==> config.mk <==
export PLATFORM = sky130hd
export DESIGN_NAME = dram_ctrl
export DESIGN_NICKNAME = d
export VERILOG_FILES = /design/src/rtl/dram_ctrl_pkg.sv /design/src/rtl/dram_ctrl_timer.sv /design/src/rtl/dram_ctrl.sv
export SDC_FILE = /design/constraint.sdc
export NUM_CORES = 1
export LEC_CHECK = 0
export ABC_AREA = 1
export CORE_ASPECT_RATIO = 1.4
export CORE_MARGIN = 2
export CORE_UTILIZATION = 35
export CTS_CLUSTER_DIAMETER = 40
export DETAILED_ROUTE_END_ITERATION = 12
export PLACE_DENSITY = 0.65
export SLEW_MARGIN = 20
export SYNTH_ARGS = -nofsm -noshare
export SYNTH_HDL_FRONTEND = slang
export SYNTH_SLANG_ARGS = --single-unit
==> constraint.sdc <==
create_clock -name clk -period 2.05 [get_ports clk]
set_input_delay 0.41 -clock clk [delete_from_list [all_inputs] [get_ports clk]]
set_output_delay 0.41 -clock clk [all_outputs]
set_load 0.01 [all_outputs]
==> src/rtl/dram_ctrl_pkg.sv <==
// dram_ctrl_pkg: controller states, DRAM command encodings, timing constants
// and address helpers shared by dram_ctrl and dram_timer.
package dram_ctrl_pkg;

    localparam int ROW_W = 11;
    localparam int COL_W = 10;
    localparam int TMR_W = 7;

    localparam int T_RP  = 5;
    localparam int T_RCD = 5;
    localparam int T_WR  = 5;
    localparam int T_RTO = 64;

    typedef enum logic [3:0] {
        ST_IDLE     = 4'd0,
        ST_PRE      = 4'd1,
        ST_WAIT_RP  = 4'd2,
        ST_ACT      = 4'd3,
        ST_WAIT_RCD = 4'd4,
        ST_ACCESS   = 4'd5,
        ST_WAIT_RD  = 4'd6,
        ST_WAIT_WR  = 4'd7,
        ST_RESP     = 4'd8
    } state_t;

    // {RASn, CASn, WEn[3:0]}; a WR carries ~wstrb in its WEn field instead.
    localparam logic [5:0] CMD_NOP = 6'b11_1111;
    localparam logic [5:0] CMD_ACT = 6'b01_1111;
    localparam logic [5:0] CMD_RD  = 6'b10_1111;
    localparam logic [5:0] CMD_WR  = 6'b10_0000;
    localparam logic [5:0] CMD_PRE = 6'b01_0000;

    function automatic logic [ROW_W-1:0] addr_row(input logic [31:0] addr);
        return addr[22:12];
    endfunction

    function automatic logic [COL_W-1:0] addr_col(input logic [31:0] addr);
        return addr[11:2];
    endfunction

    // Timer load value that expires after the given number of cycles.
    function automatic logic [TMR_W-1:0] tmr_cycles(input int cycles);
        return TMR_W'(cycles - 1);
    endfunction

endpackage

==> src/rtl/dram_ctrl_timer.sv <==
// dram_timer: loadable down-counter that stops at zero; done_o is high while
// the count is zero. Shared by the precharge, activate, write and read-timeout waits.
module dram_timer
    import dram_ctrl_pkg::*;
(
    input  logic             clk,
    input  logic             rst_n,
    input  logic             load_i,
    input  logic [TMR_W-1:0] load_val_i,
    output logic             done_o
);

    logic [TMR_W-1:0] count_q;
    logic [TMR_W-1:0] count_d;

    always_comb begin
        count_d = count_q;
        if (load_i) begin
            count_d = load_val_i;
        end else if (count_q != '0) begin
            count_d = count_q - TMR_W'(1);
        end
    end

    always_ff @(posedge clk or negedge rst_n) begin
        if (!rst_n) begin
            count_q <= '0;
        end else begin
            count_q <= count_d;
        end
    end

    assign done_o = (count_q == '0);

endmodule

==> src/rtl/dram_ctrl.sv <==
// dram_ctrl: single-word open-row DRAM controller (PRE/ACT/RD/WR sequencing, one
// response per request). Define DRAM_PERF_EN to add the perf_hit/perf_miss counters.
module dram_ctrl
    import dram_ctrl_pkg::*;
(
    input  logic        clk,
    input  logic        rst_n,
    input  logic        req_valid,
    output logic        req_ready,
    input  logic        req_write,
    input  logic [31:0] req_addr,
    input  logic [31:0] req_wdata,
    input  logic [3:0]  req_wstrb,
    output logic        rsp_valid,
    output logic        rsp_write,
    output logic [31:0] rsp_rdata,
    output logic        rsp_err,
    output logic        DRAM_CSn,
    output logic [3:0]  DRAM_WEn,
    output logic        DRAM_RASn,
    output logic        DRAM_CASn,
    output logic [10:0] DRAM_A,
    output logic [31:0] DRAM_D,
    input  logic [31:0] DRAM_Q,
    input  logic        DRAM_valid
`ifdef DRAM_PERF_EN
    ,
    output logic [31:0] perf_hit,
    output logic [31:0] perf_miss
`endif
);

    state_t             state_q, state_d;
    logic               hs;
    logic               row_hit;

    logic               wr_q, wr_d;
    logic [ROW_W-1:0]   row_q, row_d;
    logic [COL_W-1:0]   col_q, col_d;
    logic [31:0]        wdata_q, wdata_d;
    logic [3:0]         wstrb_q, wstrb_d;

    logic               row_open_q, row_open_d;
    logic [ROW_W-1:0]   open_row_q, open_row_d;

    logic               tmr_load;
    logic [TMR_W-1:0]   tmr_val;
    logic               tmr_done;

    logic               req_ready_q, req_ready_d;
    logic               rsp_valid_q, rsp_valid_d;
    logic               rsp_write_q, rsp_write_d;
    logic               rsp_err_q, rsp_err_d;
    logic [31:0]        rsp_rdata_q, rsp_rdata_d;
    logic               csn_q;
    logic [5:0]         cmd_q, cmd_d;
    logic [10:0]        a_q, a_d;
    logic [31:0]        d_q, d_d;

    logic               unused_addr_bits;
    assign unused_addr_bits = ^{req_addr[31:23], req_addr[1:0]};

    // Handshake: a request transfers on a rising edge where req_valid and req_ready
    // are both high; req_ready is high only in IDLE, so no request is ever stalled mid-flight.
    always_comb begin
        hs      = req_valid && req_ready_q && (state_q == ST_IDLE);
        row_hit = row_open_q && (addr_row(req_addr) == open_row_q);
        wr_d    = hs ? req_write           : wr_q;
        row_d   = hs ? addr_row(req_addr)  : row_q;
        col_d   = hs ? addr_col(req_addr)  : col_q;
        wdata_d = hs ? req_wdata           : wdata_q;
        wstrb_d = hs ? req_wstrb           : wstrb_q;
    end

    always_comb begin
        state_d = state_q;
        unique case (state_q)
            ST_IDLE: begin
                if (hs) begin
                    if (row_hit)         state_d = ST_ACCESS;
                    else if (row_open_q) state_d = ST_PRE;
                    else                 state_d = ST_ACT;
                end
            end
            ST_PRE:      state_d = ST_WAIT_RP;
            ST_WAIT_RP:  if (tmr_done) state_d = ST_ACT;
            ST_ACT:      state_d = ST_WAIT_RCD;
            ST_WAIT_RCD: if (tmr_done) state_d = ST_ACCESS;
            ST_ACCESS:   state_d = wr_q ? ST_WAIT_WR : ST_WAIT_RD;
            ST_WAIT_RD:  if (DRAM_valid || tmr_done) state_d = ST_RESP;
            ST_WAIT_WR:  if (tmr_done) state_d = ST_RESP;
            ST_RESP:     state_d = ST_IDLE;
            default:     state_d = ST_IDLE;
        endcase
    end

    // The timer is loaded on entry to a command state, so it counts from the command cycle.
    always_comb begin
        tmr_load = 1'b0;
        tmr_val  = '0;
        if (state_d != state_q) begin
            unique case (state_d)
                ST_PRE: begin
                    tmr_load = 1'b1;
                    tmr_val  = tmr_cycles(T_RP);
                end
                ST_ACT: begin
                    tmr_load = 1'b1;
                    tmr_val  = tmr_cycles(T_RCD);
                end
                ST_ACCESS: begin
                    tmr_load = 1'b1;
                    tmr_val  = wr_d ? tmr_cycles(T_WR) : tmr_cycles(T_RTO);
                end
                default: begin
                    tmr_load = 1'b0;
                    tmr_val  = '0;
                end
            endcase
        end
    end

    dram_timer u_timer (
        .clk        (clk),
        .rst_n      (rst_n),
        .load_i     (tmr_load),
        .load_val_i (tmr_val),
        .done_o     (tmr_done)
    );

    // Pin values are decoded from the next state so each command appears in its own state's cycle.
    always_comb begin
        cmd_d      = CMD_NOP;
        a_d        = '0;
        d_d        = '0;
        row_open_d = row_open_q;
        open_row_d = open_row_q;
        unique case (state_d)
            ST_PRE: begin
                cmd_d      = CMD_PRE;
                a_d        = open_row_q;
                row_open_d = 1'b0;
            end
            ST_ACT: begin
                cmd_d      = CMD_ACT;
                a_d        = row_d;
                row_open_d = 1'b1;
                open_row_d = row_d;
            end
            ST_ACCESS: begin
                a_d = {1'b0, col_d};
                if (wr_d) begin
                    cmd_d = {CMD_WR[5:4], ~wstrb_d};
                    d_d   = wdata_d;
                end else begin
                    cmd_d = CMD_RD;
                end
            end
            default: begin
                cmd_d = CMD_NOP;
            end
        endcase
    end

    always_comb begin
        req_ready_d = (state_d == ST_IDLE);
        rsp_valid_d = (state_d == ST_RESP);
        rsp_write_d = (state_d == ST_RESP) && wr_q;
        rsp_err_d   = (state_q == ST_WAIT_RD) && !DRAM_valid && tmr_done;
        rsp_rdata_d = ((state_q == ST_WAIT_RD) && DRAM_valid) ? DRAM_Q : 32'h0;
    end

    always_ff @(posedge clk or negedge rst_n) begin
        if (!rst_n) begin
            state_q    <= ST_IDLE;
            wr_q       <= 1'b0;
            row_q      <= '0;
            col_q      <= '0;
            wdata_q    <= '0;
            wstrb_q    <= '0;
            row_open_q <= 1'b0;
            open_row_q <= '0;
        end else begin
            state_q    <= state_d;
            wr_q       <= wr_d;
            row_q      <= row_d;
            col_q      <= col_d;
            wdata_q    <= wdata_d;
            wstrb_q    <= wstrb_d;
            row_open_q <= row_open_d;
            open_row_q <= open_row_d;
        end
    end

    always_ff @(posedge clk or negedge rst_n) begin
        if (!rst_n) begin
            req_ready_q <= 1'b0;
            rsp_valid_q <= 1'b0;
            rsp_write_q <= 1'b0;
            rsp_err_q   <= 1'b0;
            rsp_rdata_q <= '0;
            csn_q       <= 1'b1;
            cmd_q       <= CMD_NOP;
            a_q         <= '0;
            d_q         <= '0;
        end else begin
            req_ready_q <= req_ready_d;
            rsp_valid_q <= rsp_valid_d;
            rsp_write_q <= rsp_write_d;
            rsp_err_q   <= rsp_err_d;
            rsp_rdata_q <= rsp_rdata_d;
            csn_q       <= 1'b0;
            cmd_q       <= cmd_d;
            a_q         <= a_d;
            d_q         <= d_d;
        end
    end

    assign req_ready = req_ready_q;
    assign rsp_valid = rsp_valid_q;
    assign rsp_write = rsp_write_q;
    assign rsp_err   = rsp_err_q;
    assign rsp_rdata = rsp_rdata_q;
    assign DRAM_CSn  = csn_q;
    assign DRAM_RASn = cmd_q[5];
    assign DRAM_CASn = cmd_q[4];
    assign DRAM_WEn  = cmd_q[3:0];
    assign DRAM_A    = a_q;
    assign DRAM_D    = d_q;

`ifdef DRAM_PERF_EN
    logic [31:0] perf_hit_q;
    logic [31:0] perf_miss_q;

    // Saturating counters; a request with no row open counts as a miss.
    always_ff @(posedge clk or negedge rst_n) begin
        if (!rst_n) begin
            perf_hit_q  <= '0;
            perf_miss_q <= '0;
        end else if (hs) begin
            if (row_hit) begin
                if (perf_hit_q != 32'hFFFF_FFFF) perf_hit_q <= perf_hit_q + 32'd1;
            end else begin
                if (perf_miss_q != 32'hFFFF_FFFF) perf_miss_q <= perf_miss_q + 32'd1;
            end
        end
    end

    assign perf_hit  = perf_hit_q;
    assign perf_miss = perf_miss_q;
`endif

endmodule

==> flow_summary.toml <==
[outcome]
status = "complete, no violations"

[sta]
period_minus_slack_ns = 1.95
setup_slack_ns = 0.0970
report.final.hold_viol_count = 0
finalMaxSlewViolations = 0
setup_viol_count_final = 0
grt_setup_unrepaired = "yes"
skew_ns = 0.00956
min_period_over_period_pct = 95.3
max_freq_mhz = 512

[clock_network]
cts.sink_count = 167
clkTransAtPathRegs_ns = 0.07
clockBufferDepth = 2
clock_insertion_delay_worst_skew_ns = 0.42
clk_root_buffer_cell = "sky130_fd_sc_hd__clkbuf_16"
tritoncts = "done"
cts_buffers = 17
cts_h_tree_depth = 4

[worst_setup_path]
cp-startpoint = "u_timer.count_q[1]"
end_of_the_worst_register_to_register_path = "DRAM_D[25]"
critPathSlowestCell = "sky130_fd_sc_hd__dfrtp_1"
worstPathBufferInverterCount = 4
critical_path_class = "flip-flop to flip-flop"
worst_ep_arrival_time_ns = 2.30
cpMostUsedCell = "sky130_fd_sc_hd__nand2_4"
critPathMaxFanout = 8
critPathRequiredTime_ns = 2.40
r2r_setup_slack_ns = 0.1
peak_per_stage_delay_on_the_critical_path_ns = 0.40
critical_path.startpoint_type = "flip-flop"
worstPathCellList = "inv_2 > ha_4 > nand2_2 > inv_2 > nand2_4 > nand2_4 > nand3_4 > nor2_4 > buf_12 > nand2_4 > nor2_4 > nand2_4 > clkbuf_16 > nor2_2"
critical_path.endpoint_type = "flip-flop"
worst_r2r_path_depth = 14
worst_setup_path_endpoint = "DRAM_D[25]"
critical-path-top-delay-family = "simple AND/OR/NAND/NOR gates"
worst-path-stages = 14
critical_path.reg2reg.startpoint = "u_timer.count_q[1]"

[grt]
antenna_found_initial = 0
via_count_of_the_first_global_routing_pass = 5051
globalRouteOverflowTotal = 0
first_pass_grt_wire_length_um = 24300
grt_max_degree = 53
grt_usage_pct = 15.6

[pwr]
total_power_mw = 11.7
power.static_leakage_nw = 4.71
cellPowerDensity_nw_per_um2 = 1210
ir_worst_vdd_mv = 0.591

[synth]
syn_inst = 668
synth_edf_count = 0
netlist_area_sq_um = 6470
synthTopCellsByArea = "sky130_fd_sc_hd__dfrtp_1 62%, sky130_fd_sc_hd__nand2_1 7.7%, sky130_fd_sc_hd__inv_1 5.6%"
yosys_warnings = 0
synthDominantCellAreaShare_pct = 61.9
yosysSeqAreaShare_pct = 64.7
synth.net_count = 774
ys_seq_elements = 167
ys_dominant_reg_cell = "sky130_fd_sc_hd__dfrtp_1"
asyncSetResetFlopFracSynth_pct = 100
synth_area_leader_cell = "sky130_fd_sc_hd__dfrtp_1"
synthesis.area_per_instance_sq_um = 9.69
synth.distinct_cells = 33

[drt]
vias = 4993
routed_via_density = 4.38
drtAntennaViolNets = 0
route.detailed.drc = 0
detailedRoute.firstIterationViolations = 291
routed_wire_length_per_instance_um = 13.2
wl_final_um = 15000
drt-pass1-iter-count = 5

[layout]
area_growth_pct = 49.0
numnets_final = 994
antenna_cells = 0
post_route_cells_drive_above_1_share_pct = 19.3

[placed_design]
place.gp.congestion = 0.774
port_buffers = 179
pre_cts_ws_ns = -0.279
place_hpwl_um = 9930

[die]
io-pin-count = 191
die_h_um = 165
die_width_um = 119
design.core.area_sq_um = 18100
initial_core_utilization_pct = 35.8
floorplan.rows = 58
dieArea_sq_um = 19600

[hold_path]
hold_path.class = "input port to async pin"

[run]
cap_violations = 0
-- area by class of cell --
| type | count | area [sq um] |
|---|---|---|
| timing repair buffer | 223 | 2240 |
| inverter | 107 | 409 |
| sequential | 167 | 4190 |
| clock inverter | 13 | 159 |
| tap | 240 | 300 |
| multi-input combinational | 372 | 1890 |
| clock buffer | 19 | 453 |
| fill | 1617 | 8430 |
-- cell families after synthesis --
logic type               share of synthesized area, %
AO/OA/AOI/OAI                                    6.86
XOR/XNOR                                        0.677
adder cells (fa/ha/maj)                         0.193
buffers and inverters                            8.04
flip-flops                                       64.7
other                                          0.0579
AND/OR/NAND/NOR                                  19.5
-- cells in the mapped netlist, types with 3 or more instances --
cell type,number
sky130_fd_sc_hd__nand2_1,133
sky130_fd_sc_hd__clkbuf_1,10
sky130_fd_sc_hd__buf_2,8
sky130_fd_sc_hd__nor2_4,3
sky130_fd_sc_hd__o211ai_1,10
sky130_fd_sc_hd__nor2_2,5
sky130_fd_sc_hd__buf_6,3
sky130_fd_sc_hd__nand2_4,3
sky130_fd_sc_hd__inv_2,11
sky130_fd_sc_hd__nor2_1,82
sky130_fd_sc_hd__o21ai_0,44
sky130_fd_sc_hd__dfrtp_1,160
sky130_fd_sc_hd__or2_2,32
sky130_fd_sc_hd__a21oi_1,8
sky130_fd_sc_hd__xor2_1,3
sky130_fd_sc_hd__inv_1,96
sky130_fd_sc_hd__o21ai_1,17
sky130_fd_sc_hd__dfstp_2,7
sky130_fd_sc_hd__nand3_1,14
sky130_fd_sc_hd__nand2_2,3
-- worst min path at each step --
stage	end	slack, ns	cells after the start
finish	rsp_rdata[30]	0.44	2
global route	rsp_rdata[30]	0.46	2
floorplan	DRAM_A[0]	0.11	0
detailed placement	rsp_rdata[25]	0.30	1
global placement	rsp_rdata[25]	0.30	1
CTS	rsp_rdata[25]	0.41	2
-- through the flow --
stage / std cells / setup TNS, ns / utilization (%) / area [sq um] / hold WS (ns)
floorplan: 668 / 0 / - / 6470 / 0.114
global placement: 1100 / -8.16 / 48.6 / 8780 / 0.302
detailed placement: 1100 / -10.71 / 48.6 / 8780 / 0.304
CTS: 1133 / 0 / 52.1 / 9410 / 0.412
global route: 1141 / -0.259 / 53.4 / 9640 / 0.461
finish: 1141 / 0 / 53.4 / 9640 / 0.436
-- routing by layer --
layer	GRT usage, %	vias to the layer above	routed length (um)
met3	4.25	20	853
li1	-	2467	-
met2	25.5	144	7500
met5	0	-	0
met4	7.09	0	295
met1	19.4	2362	6400
-- registers in the layout, summed over array words and instances (netlist names), 4 cells and up --
signal,count
rsp_rdata,32
u_timer.count_q,7
row_q,11
wstrb_q,4
open_row_q,11
wdata_q,32
state_q,4
DRAM_D,32
cmd_q,6
DRAM_A,11
col_q,10
-- report_power, final --
| group | internal [mW] | total (mW) | leakage (nW) | switching (mW) |
|---|---|---|---|---|
| logic | 1.68 | 3.80 | 2.28 | 2.12 |
| clock network | 1.90 | 3.28 | 0.293 | 1.38 |
| registers | 4.26 | 4.62 | 2.14 | 0.358 |
-- layout by cell type (no fill, tap or decap), types with 3 or more instances in the layout --
master	netlist	layout
sky130_fd_sc_hd__o21ai_1	17	17
sky130_fd_sc_hd__or2_2	32	32
sky130_fd_sc_hd__clkdlybuf4s50_1	0	178
sky130_fd_sc_hd__inv_8	0	4
sky130_fd_sc_hd__clkbuf_16	0	19
sky130_fd_sc_hd__clkinvlp_4	0	3
sky130_fd_sc_hd__buf_6	3	3
sky130_fd_sc_hd__xor2_1	3	3
sky130_fd_sc_hd__buf_4	1	33
sky130_fd_sc_hd__nor2_4	3	7
sky130_fd_sc_hd__inv_2	11	12
sky130_fd_sc_hd__buf_12	0	6
sky130_fd_sc_hd__a21oi_1	8	8
sky130_fd_sc_hd__nand2_4	3	7
sky130_fd_sc_hd__dfrtp_1	160	158
sky130_fd_sc_hd__o211ai_1	10	10
sky130_fd_sc_hd__dfstp_2	7	7
sky130_fd_sc_hd__o21ai_0	44	44
sky130_fd_sc_hd__inv_1	96	93
sky130_fd_sc_hd__nand2_1	133	130
sky130_fd_sc_hd__nor2_2	5	22
sky130_fd_sc_hd__nand3_1	14	13
sky130_fd_sc_hd__nor2_1	82	61
-- repair_timing --
action | in CTS | in global routing
hold buffers | 1 | 0
pin swaps | 1 | 6
endpoints found under the setup margin | 22 | 60
buffers inserted | 0 | 5
endpoints found under the hold margin | 23 | 0
resized for setup | 2 | 43
gates cloned | 0 | 3
Power figures use the tool's default switching activity.
